==> src/rtl/fsm_parallel_ctrl.sv <==
// ----------------------------------------------------------------------------
// fsm_parallel_ctrl
//
// Sequencing controller for the N-lane parallel MAC array. A job has n_rows
// output rows, and each row needs k_len accumulation steps. The layer
// scheduler starts a job with a start/busy/done handshake. The MAC datapath
// receives a load strobe per row, an accumulate strobe per step, and
// step/row indices. COMPUTE advances only on cycles where in_valid is high.
//
// Ports
//   clk          in   rising-edge clock
//   rst          in   synchronous, active-high reset
//   start        in   job request, sampled only in IDLE
//   k_len        in   [KW-1:0] steps per row, sampled with start
//   n_rows       in   [RW-1:0] rows per job, sampled with start
//   in_valid     in   operands valid this cycle
//   abort        in   (FSM_PARALLEL_CTRL_ABORT_EN only) kill the running job
//   busy         out  high in every state except IDLE
//   load_enable  out  one-cycle pulse per row: clear accumulators, load weights
//   acc_enable   out  MAC accumulate strobe (COMPUTE and in_valid)
//   k_idx        out  [KI-1:0] current step index within the row
//   row_idx      out  [RI-1:0] current row index
//   row_done     out  one-cycle pulse after the last step of a row
//   done         out  one-cycle pulse at end of job
//
// Build option
//   FSM_PARALLEL_CTRL_ABORT_EN : adds the abort input. When abort is high in
//   any non-IDLE state, the controller returns to IDLE on the next cycle and
//   clears both indices. It also masks that cycle's strobes. Reset takes
//   priority over abort, and abort takes priority over start.
// ----------------------------------------------------------------------------
module fsm_parallel_ctrl #(
    parameter  int N        = 4,
    parameter  int MAX_K    = 16,
    parameter  int MAX_ROWS = 8,
    localparam int KW       = $clog2(MAX_K + 1),
    localparam int KI       = (MAX_K > 1) ? $clog2(MAX_K) : 1,
    localparam int RW       = $clog2(MAX_ROWS + 1),
    localparam int RI       = (MAX_ROWS > 1) ? $clog2(MAX_ROWS) : 1
) (
    input  logic          clk,
    input  logic          rst,
    input  logic          start,
    input  logic [KW-1:0] k_len,
    input  logic [RW-1:0] n_rows,
    input  logic          in_valid,
`ifdef FSM_PARALLEL_CTRL_ABORT_EN
    input  logic          abort,
`endif
    output logic          busy,
    output logic          load_enable,
    output logic          acc_enable,
    output logic [KI-1:0] k_idx,
    output logic [RI-1:0] row_idx,
    output logic          row_done,
    output logic          done
);

    // N has no effect on widths. It is checked here so that an
    // inconsistent lane count fails at elaboration and not in silicon.
    if (N < 1) begin : g_bad_lanes
        $error("fsm_parallel_ctrl: N must be at least 1");
    end
    if (MAX_K < 1 || MAX_ROWS < 1) begin : g_bad_bounds
        $error("fsm_parallel_ctrl: MAX_K and MAX_ROWS must be at least 1");
    end

    typedef enum logic [2:0] {
        S_IDLE    = 3'd0,
        S_LOAD    = 3'd1,
        S_COMPUTE = 3'd2,
        S_DRAIN   = 3'd3,
        S_DONE    = 3'd4
    } state_t;

    // ------------------------------------------------------------------------
    // State and configuration registers
    // ------------------------------------------------------------------------
    state_t        state_q,       state_d;
    logic [KW-1:0] k_cfg_q,       k_cfg_d;      // latched, clamped step count
    logic [RW-1:0] r_cfg_q,       r_cfg_d;      // latched, clamped row count
    logic [KI-1:0] k_idx_q,       k_idx_d;
    logic [RI-1:0] row_idx_q,     row_idx_d;

    // Registered Moore outputs. They are decoded from the next state so they
    // line up with the state they describe.
    logic          busy_q,        busy_d;
    logic          load_enable_q, load_enable_d;
    logic          row_done_q,    row_done_d;
    logic          done_q,        done_d;

    // ------------------------------------------------------------------------
    // Helper decodes
    // ------------------------------------------------------------------------
    logic          abort_act;     // abort is live (only outside IDLE)
    logic          zero_cfg;      // start request with nothing to do
    logic          last_k;        // current step is the last one of the row
    logic          last_row;      // current row is the last one of the job
    logic [KW-1:0] k_clamped;
    logic [RW-1:0] r_clamped;

`ifdef FSM_PARALLEL_CTRL_ABORT_EN
    assign abort_act = abort & (state_q != S_IDLE);
`else
    assign abort_act = 1'b0;
`endif

    assign zero_cfg  = (k_len == '0) || (n_rows == '0);
    assign k_clamped = (k_len  > KW'(MAX_K))    ? KW'(MAX_K)    : k_len;
    assign r_clamped = (n_rows > RW'(MAX_ROWS)) ? RW'(MAX_ROWS) : n_rows;

    // The latched bounds are never zero while busy, so subtracting one
    // cannot underflow on any path that uses these compares.
    assign last_k    = (KW'(k_idx_q)   == (k_cfg_q - KW'(1)));
    assign last_row  = (RW'(row_idx_q) == (r_cfg_q - RW'(1)));

    // ------------------------------------------------------------------------
    // Next-state logic
    // ------------------------------------------------------------------------
    always_comb begin
        // NOTE: every value computed here is first defaulted to hold its
        // current value. No path through the case can then leave a signal
        // unassigned, which would infer a latch.
        state_d   = state_q;
        k_cfg_d   = k_cfg_q;
        r_cfg_d   = r_cfg_q;
        k_idx_d   = k_idx_q;
        row_idx_d = row_idx_q;

        if (abort_act) begin
            state_d   = S_IDLE;
            k_idx_d   = '0;
            row_idx_d = '0;
        end else begin
            case (state_q)
                S_IDLE: begin
                    if (start) begin
                        if (zero_cfg) begin
                            // Nothing to compute. Go straight to done and
                            // skip any load, accumulate or row activity.
                            state_d = S_DONE;
                        end else begin
                            state_d   = S_LOAD;
                            k_cfg_d   = k_clamped;
                            r_cfg_d   = r_clamped;
                            k_idx_d   = '0;
                            row_idx_d = '0;
                        end
                    end
                end

                S_LOAD: begin
                    state_d = S_COMPUTE;
                end

                S_COMPUTE: begin
                    // Without operands, hold the state and the step index.
                    if (in_valid) begin
                        if (last_k) begin
                            k_idx_d = '0;
                            state_d = S_DRAIN;
                        end else begin
                            k_idx_d = k_idx_q + KI'(1);
                        end
                    end
                end

                S_DRAIN: begin
                    if (last_row) begin
                        // row_idx keeps the final row through DONE.
                        state_d = S_DONE;
                    end else begin
                        row_idx_d = row_idx_q + RI'(1);
                        state_d   = S_LOAD;
                    end
                end

                S_DONE: begin
                    state_d   = S_IDLE;
                    row_idx_d = '0;
                end

                default: begin
                    state_d   = S_IDLE;
                    k_idx_d   = '0;
                    row_idx_d = '0;
                end
            endcase
        end

        busy_d        = (state_d != S_IDLE);
        load_enable_d = (state_d == S_LOAD);
        row_done_d    = (state_d == S_DRAIN);
        done_d        = (state_d == S_DONE);
    end

    // ------------------------------------------------------------------------
    // Registers
    // ------------------------------------------------------------------------
    // NOTE: sequential state uses non-blocking assignments only. All flops
    // then update together from values sampled before the edge, whatever
    // order the statements appear in.
    always_ff @(posedge clk) begin
        if (rst) begin
            state_q       <= S_IDLE;
            k_cfg_q       <= '0;
            r_cfg_q       <= '0;
            k_idx_q       <= '0;
            row_idx_q     <= '0;
            busy_q        <= 1'b0;
            load_enable_q <= 1'b0;
            row_done_q    <= 1'b0;
            done_q        <= 1'b0;
        end else begin
            state_q       <= state_d;
            k_cfg_q       <= k_cfg_d;
            r_cfg_q       <= r_cfg_d;
            k_idx_q       <= k_idx_d;
            row_idx_q     <= row_idx_d;
            busy_q        <= busy_d;
            load_enable_q <= load_enable_d;
            row_done_q    <= row_done_d;
            done_q        <= done_d;
        end
    end

    // ------------------------------------------------------------------------
    // Outputs
    // ------------------------------------------------------------------------
    // acc_enable is the only output that depends on an input in the same
    // cycle. It must follow in_valid directly so that stalled cycles are
    // not accumulated.
    assign acc_enable  = (state_q == S_COMPUTE) & in_valid & ~abort_act;
    assign busy        = busy_q;
    assign load_enable = load_enable_q & ~abort_act;
    assign row_done    = row_done_q    & ~abort_act;
    assign done        = done_q        & ~abort_act;
    assign k_idx       = k_idx_q;
    assign row_idx     = row_idx_q;

endmodule

==> config.mk <==
export PLATFORM = sky130hd
export DESIGN_NAME = fsm_parallel_ctrl
export DESIGN_NICKNAME = d
export VERILOG_FILES = /design/src/rtl/fsm_parallel_ctrl.sv
export SDC_FILE = /design/constraint.sdc
export NUM_CORES = 1
export LEC_CHECK = 0
export ABC_AREA = 1
export CORE_MARGIN = 3
export CORE_UTILIZATION = 45
export CTS_BUF_LIST = sky130_fd_sc_hd__clkbuf_8 sky130_fd_sc_hd__clkbuf_16
export CTS_CLUSTER_DIAMETER = 80
export CTS_CLUSTER_SIZE = 12
export DETAILED_ROUTE_END_ITERATION = 10
export GPL_ROUTABILITY_DRIVEN = 0
export PLACE_DENSITY = 0.7
export SETUP_SLACK_MARGIN = 0.4
export SLEW_MARGIN = 20
export SYNTH_ARGS = -nofsm -noshare
export SYNTH_HDL_FRONTEND = slang
export SYNTH_SLANG_ARGS = --single-unit
==> constraint.sdc <==
create_clock -name clk -period 2 [get_ports clk]
set_clock_uncertainty 0.2 [all_clocks]
set_input_delay 0.4 -clock clk [delete_from_list [all_inputs] [get_ports clk]]
set_output_delay 0.4 -clock clk [all_outputs]
set_load 0.005 [all_outputs]
==> summary.md, run 1 <==
| Metric | Value |
|---|---|
| Status | `finished clean` |
| CTS tree | `yes` |
| Final Hold Slack | `0.288 ns` |
| Worst-path cell chain | `inv_2, ha_4, nor2_1, nor2_1, nand3_1, nor2_2, nand2_2, nand2_2, nor2_1, nor2_1, nor2_1` |
| Port buffer count | `24` |
| Cts hold-fix bufs | `0` |
| Share of cells above drive strength 1 | `0.423` |
| Worst vdd ir | `456 uV` |
| Leak | `1.03 nW` |
| Vias | `1470` |
| Post-route antenna net violation count | `0` |
| Top post-synthesis cells by area | `dfxtp_1, nand2_1, nor2_1` |
| Count of final hold-check violations | `0` |
| Clock latency on the worst-skew pair | `0.26 ns` |
| Worst R2R End | `k_idx[3]$_SDFFE_PP0P_` |
| Crit path max-delay family | `simple AND/OR/NAND/NOR gates` |
| Starting Density | `0.486` |
| DRT iter0 DRCs | `55` |
| Mapped Nets | `219` |
| Netlist Area Pre-Place | `0.00139 mm^2` |
| Post-layout nets | `278` |
| Most common cell after layout, fill and taps aside | `nand2_1` |
| # DRC | `0` |
| Crit Reg-Reg Startpoint | `k_cfg_q[0]$_SDFFE_PP0P_` |
| Detailed placement HPWL | `2.44 mm` |
| P per Cell Area | `601 mW/mm^2` |
| Full die area | `0.00378 mm^2` |
| CTS sink count | `23` |
| Crit end category | `register` |
| Initial DRT Pass Iterations | `4` |
| End point of the worst hold path | `k_cfg_q[1]$_SDFFE_PP0P_` |
| Rows | `19` |
| Clk pin slew, worst setup/hold paths | `0.08 ns` |
| Crit path max fanout | `3` |
| Buf/Inv on CP | `1` |
| Slew @ Worst Pin | `0.300 ns` |
| Die Wd | `61.5 um` |
| Core ar. | `0.00285 mm^2` |
| Global Route Usage Sum | `0.206` |
| Synthesized area per cell | `6.86 um^2` |
| R2R depth | `11` |
| Worst setup path class | `reg -> reg` |
| Seq/Total Area, Yosys | `0.332` |
| Yosys cell types | `30` |
| WP data required | `1.95 ns` |
| # diodes | `0` |
| Synth Warn # | `0` |
| Max_slew headroom | `0.800` |
| IO Pins | `25` |
| Max clock buf depth | `2` |
| Slowest-stage cell, CP | `dfxtp_2` |
| Routed wire length | `3.75 mm` |
| Largest net degree at the start of global routing | `14` |
| Via density | `5.05` |
| Initial antenna violation count | `0` |
| WHS Path Cells | `2` |
| Hold path start | `k_cfg_q[1]$_SDFFE_PP0P_` |
| Final core occ | `0.746` |
| RSZ-0062 raised after global routing | `yes` |
| Synth Register Bits | `23` |
| Endpoints failing setup | `0` |
| Final Max Slew Viols | `0` |
| Routed WL per cell | `12.9 um` |
| Post-synth top area share | `0.332` |
| First-pass GRT wire length | `5.83 mm` |
| Critical path launch point type | `register` |
| Min Tclk post-route | `1.74 ns` |
| FMAX | `0.575 GHz` |
| Worst Hold Class | `reg -> reg` |
| Crit path top cell by count | `nor2_1` |
| GRT overflow | `0` |
| Vias in the first global route | `1406` |
| Final Cycle Share | `0.870` |
| CTS buffer count | `3` |
| Cells after Synth | `202` |
| Htree depth | `1` |
| Area Growth Syn to Fin | `53.5%` |
| Crit path DAT | `1.69 ns` |
| Reg-to-reg slack, setup | `0.26 ns` |
| Synth area leader | `dfxtp_1` |
| Most frequent cells in the layout | `nand2_1, buf_4, inv_1, nor2_1, dlygate4sd2_1` |
| Crit path largest cell delay | `0.35 ns` |
| Total of max-cap violations | `0` |
| Die Span Y | `61.5 um` |
| Root buffer cell | `clkbuf_8` |
## routing by layer
metal | vias up | part of all wire | track usage
met2 | 33 | 0.49 | 0.357
met4 | 0 | 0.020 | 0.0606
met3 | 8 | 0.045 | 0.0482
li1 | 755 | - | -
met1 | 674 | 0.45 | 0.252
met5 | - | 0 | 0
## how the worst max path moves through the flow
stage	depth (start not counted)	from	to
2_1_floorplan	11	k_cfg_q[0]$_SDFFE_PP0P_	k_idx[2]$_SDFFE_PP0P_
3_3_place_gp	4	in_valid	acc_enable
3_5_place_dp	4	in_valid	acc_enable
4_1_cts	11	r_cfg_q[0]$_SDFFE_PP0P_	row_idx[0]$_SDFFE_PP0P_
5_1_grt	11	k_cfg_q[0]$_SDFFE_PP0P_	k_idx[3]$_SDFFE_PP0P_
6_report	11	k_cfg_q[0]$_SDFFE_PP0P_	k_idx[3]$_SDFFE_PP0P_
## what timing repair did
item | 4_1_cts | 5_1_grt
endpoints found under the hold margin | 0 | 0
endpoints found under the setup margin | 34 | 23
resized for setup | 57 | 31
pin swaps | 22 | 19
buffers inserted | 19 | 6
## logic make-up (layout without fill, tap and decap cells)
kind of cell / Yosys count / count (layout) / share of synthesized area
adders and majority gates: 4 / 4 / 0.0361
DFF: 23 / 23 / 0.332
buffers and inverters: 33 / 91 / 0.0948
AOI/OAI and AO/OA: 23 / 23 / 0.106
xor gates and xnor gates: 3 / 3 / 0.0190
and+or+nand+nor: 116 / 116 / 0.412
## registers in the layout (all words and copies together) (netlist names), 3 cells and up
signal / flops
k_cfg_q: 5
k_idx: 4
r_cfg_q: 4
row_idx: 3
state_q: 3
## power by group
| group | switching (W) | internal, W |
|---|---|---|
| Combinational | 0.000256 | 0.000216 |
| Sequential | 0.0000227 | 0.000496 |
| Clock | 0.000150 | 0.000139 |
| Total | 0.000429 | 0.000851 |
## cells in the mapped netlist, drive strengths merged
cell,n
a211oi,2
a21oi,14
a22oi,2
buf,1
clkbuf,1
dfxtp,23
ha,4
inv,31
nand2,61
nand3,16
nand3b,1
nand4,3
nor2,34
nor3,1
o21ai,4
o22ai,1
xnor2,2
xor2,1
## worst register-to-register path, cell delays in order, from the launching register on
cell and delay, ns:
dfxtp_2 0.35, inv_2 0.05, ha_4 0.26, nor2_1 0.03, nor2_1 0.11, nand3_1 0.09, nor2_2 0.15, nand2_2 0.10
nand2_2 0.09, nor2_1 0.04, nor2_1 0.11, nor2_1 0.05
## through the flow
stage	total power (W)	TNS, ns	cell area [um^2]	setup slack, ns	instances
global placement	0.000889	-0.227	1730	-0.194	262
CTS	0.00122	0	1980	0.291	285
global route	0.00137	0	2130	0.148	291
detailed placement	0.000899	-0.337	1730	-0.209	262
finish	0.00128	0	2130	0.261	291
floorplan	0.000772	0	1420	0.415	202
## area by class of cell
type,count,area [um^2]
multi-input combinational,146,962
timing repair buffer,56,463
fill,208,724
clock buffer,3,41.3
tap,31,38.8
sequential,23,497
inverter,31,121
clock inverter,1,5.00
Note: power is estimated with default switching activity, not from simulation.
==> run 2, diff against run 1 <==
ABC_AREA = default   (was 1)
PLACE_DENSITY = 0.74   (was 0.7)
clock period = 1.46 ns   (was 2 ns; I/O delays follow)
==> run 2 against run 1 <==
Against the previous run:
- the run now ends with negative setup slack left
- highest routed layer unchanged
- via count fell by 3.2%
- final cell count fell by 16%
- synthesized area fell by 11%
- die area fell by 10%
- count of clock-buffer cells in the layout did not move
- clock power rose by 35%
- critical endpoint is now row_done$_SDFF_PP0_
==> summary.md, run 2 <==
| Metric | Value |
|---|---|
| RSZ-0062 raised after global routing | `yes (unchanged)` |
| Die Span Y | `58.3 um (was 61.5 um)` |
| Async S/R FF share, synth | `0 (unchanged)` |
| FMAX | `0.491 GHz (was 0.575 GHz)` |
| PnR worst setup slack | `-0.578 ns (was 0.261 ns)` |
| CTS sink count | `23 (unchanged)` |
| First-pass GRT wire length | `6.40 mm (was 5.83 mm)` |
| Crit end category | `register (unchanged)` |
| Final Max Slew Viols | `0 (unchanged)` |
| Slew @ Worst Pin | `0.368 ns (was 0.300 ns)` |
| Final Hold Slack | `0.231 ns (was 0.288 ns)` |
| Full die area | `0.00339 mm^2 (was 0.00378 mm^2)` |
| Yosys cell types | `38 (was 30)` |
| Leak | `0.946 nW (was 1.03 nW)` |
| Cts hold-fix bufs | `0 (unchanged)` |
| Netlist Area Pre-Place | `0.00123 mm^2 (was 0.00139 mm^2)` |
| Endpoints failing setup | `22 (was 0)` |
| Worst Hold Class | `in -> reg (was reg -> reg)` |
| Status | `finished with violations (was finished clean)` |
| # DRC | `0 (unchanged)` |
| Vias | `1423 (was 1470)` |
| Area Growth Syn to Fin | `80.4% (was 53.5%)` |
| # diodes | `0 (unchanged)` |
| Die Wd | `58.3 um (was 61.5 um)` |
| Vias in the first global route | `1435 (was 1406)` |
| Failing checks | `negative setup slack` |
| DRT iter0 DRCs | `66 (was 55)` |
| Worst vdd ir | `743 uV (was 456 uV)` |
| Post-layout nets | `233 (was 278)` |
| Starting Density | `0.483 (was 0.486)` |
| Synth Warn # | `0 (unchanged)` |
| Post-synth EDFFs | `0 (unchanged)` |
| Clock latency on the worst-skew pair | `0.26 ns (about the same)` |
| CTS buffer count | `3 (unchanged)` |
| CTS tree | `yes (unchanged)` |
| Synth area leader | `dfxtp_1 (unchanged)` |
| Total of max-cap violations | `0 (unchanged)` |
| Synth Register Bits | `23 (unchanged)` |
| Max clock buf depth | `2 (unchanged)` |
| Most used DFF post-synth | `dfxtp_1 (unchanged)` |
| Via density | `5.81 (was 5.05)` |
| Routed WL per cell | `18.5 um (was 12.9 um)` |
| GRT overflow | `0 (unchanged)` |
| Port buffer count | `24 (unchanged)` |
| Most frequent cells in the layout | `buf_4, buf_6, nor2_1 (was nand2_1, buf_4, inv_1, nor2_1, dlygate4sd2_1)` |
| Cells after Synth | `141 (was 202)` |
| Synthesized area per cell | `8.71 um^2 (was 6.86 um^2)` |
| Non-Filler Instances | `245 (was 291)` |
| Detailed placement HPWL | `2.45 mm (was 2.44 mm)` |
| Count of final hold-check violations | `0 (unchanged)` |
| Clk pin slew, worst setup/hold paths | `0.08 ns (about the same)` |
| Htree depth | `1 (unchanged)` |
| Rows | `18 (was 19)` |
| Seq/Total Area, Yosys | `0.375 (was 0.332)` |
| IO Pins | `25 (unchanged)` |
| Crit path DAT | `2.05 ns (was 1.69 ns)` |
| P per Cell Area | `712 mW/mm^2 (was 601 mW/mm^2)` |
| Initial DRT Pass Iterations | `4 (unchanged)` |
| Share of cells above drive strength 1 | `0.605 (was 0.423)` |
| Largest net degree at the start of global routing | `16 (was 14)` |
| Worst setup path class | `reg -> reg (unchanged)` |
| Initial antenna violation count | `0 (unchanged)` |
| Most common cell after layout, fill and taps aside | `buf_4 (was nand2_1)` |
| Core ar. | `0.00254 mm^2 (was 0.00285 mm^2)` |
| Global Route Usage Sum | `0.249 (was 0.206)` |
| Crit path max fanout | `2 (was 3)` |
| Routed wire length | `4.53 mm (was 3.75 mm)` |
| Top cells by count, synth | `dfxtp_1, nor2_1, a21oi_1, nand2_1, nor3b_1 (was nand2_1, nor2_1, inv_1, dfxtp_1, nand3_1)` |
| Placed Cells | `219 (was 262)` |
| WP data required | `1.47 ns (was 1.95 ns)` |
| Final Cycle Share | `1.40 (was 0.870)` |
| Mapped Nets | `158 (was 219)` |
| Pre-CTS setup slack | `-0.899 ns (was -0.209 ns)` |
| Post-synth top area share | `0.375 (was 0.332)` |
| Count leader, synth | `dfxtp_1 (was nand2_1)` |
| Top post-synthesis cells by area | `dfxtp_1, nor3b_1, nor2_1 (was dfxtp_1, nand2_1, nor2_1)` |
| Most flop-heavy register | `k_cfg_q (unchanged)` |
| Post-route antenna net violation count | `0 (unchanged)` |
| Final core occ | `0.871 (was 0.746)` |
| Max_slew headroom | `0.748 (was 0.800)` |
| Min Tclk post-route | `2.04 ns (was 1.74 ns)` |
| Number of flip-flops in the largest register | `5 (unchanged)` |
| Root buffer cell | `clkbuf_8 (unchanged)` |
| Critical path launch point type | `register (unchanged)` |
[run 2: cell type report]
class	instances	area [um^2]
multi-input combinational	106	956
timing repair buffer	77	671
clock inverter	1	3.75
inverter	5	18.8
fill	122	328
tap	30	37.5
clock buffer	3	41.3
sequential	23	489
[run 2: layer usage]
metal	global-route usage	share of wire	vias up
met5	0	0	-
met4	0.0894	0.039	0
met3	0.0535	0.052	21
met2	0.461	0.53	64
met1	0.277	0.38	689
li1	-	-	649
[run 2: through the flow]
step / TNS [ns] / total power [W] / instance area [um^2]
after floorplan: -4.95 / 0.000910 / 1320
after global placement: -16.00 / 0.00103 / 1780
after detailed placement: -17.56 / 0.00105 / 1780
after CTS: -6.84 / 0.00150 / 2040
after global routing: -8.66 / 0.00164 / 2220
final: -7.48 / 0.00158 / 2220
[run 2: logic make-up after synthesis]
| logic type | share of synthesized area |
|---|---|
| xor+xnor | 0.0642 |
| mux | 0.0244 |
| compound gates | 0.169 |
| simple gates | 0.280 |
| flops | 0.375 |
| buf+inv | 0.0468 |
| fa+ha+maj | 0.0407 |
[run 2: final timing paths]
kind / to / depth (start not counted) / slack (ns) / startpoint
max: row_done$_SDFF_PP0_ / 9 / -0.58 / state_q[2]$_SDFF_PP0_
min: k_cfg_q[2]$_SDFFE_PP0P_ / 4 / 0.23 / k_len[2]
max reg2reg: row_done$_SDFF_PP0_ / 9 / -0.58 / state_q[2]$_SDFF_PP0_
min reg2reg: k_cfg_q[4]$_SDFFE_PP0P_ / 2 / 0.33 / k_cfg_q[4]$_SDFFE_PP0P_
[run 2: what timing repair did]
action / CTS / global route
gates cloned: 1 / 0
resized for setup: 105 / 30
pin swaps: 29 / 18
setup buffers: 15 / 6
hold endpoints to repair: 0 / 0
setup endpoints to repair: 35 / 35
[run 2: critical path, stage by stage, from the launching register on]
cell	delay [ns]
dfxtp_4	0.36
nor3b_4	0.22
nand2_2	0.10
buf_4	0.14
buf_4	0.12
buf_4	0.12
buf_4	0.12
buf_4	0.13
o221ai_2	0.25
and2_4	0.21
[run 2: report_power, final]
part / internal (W) / switching (W)
Combinational: 0.000268 / 0.000242
Clock: 0.000188 / 0.000202
Sequential: 0.000654 / 0.0000254
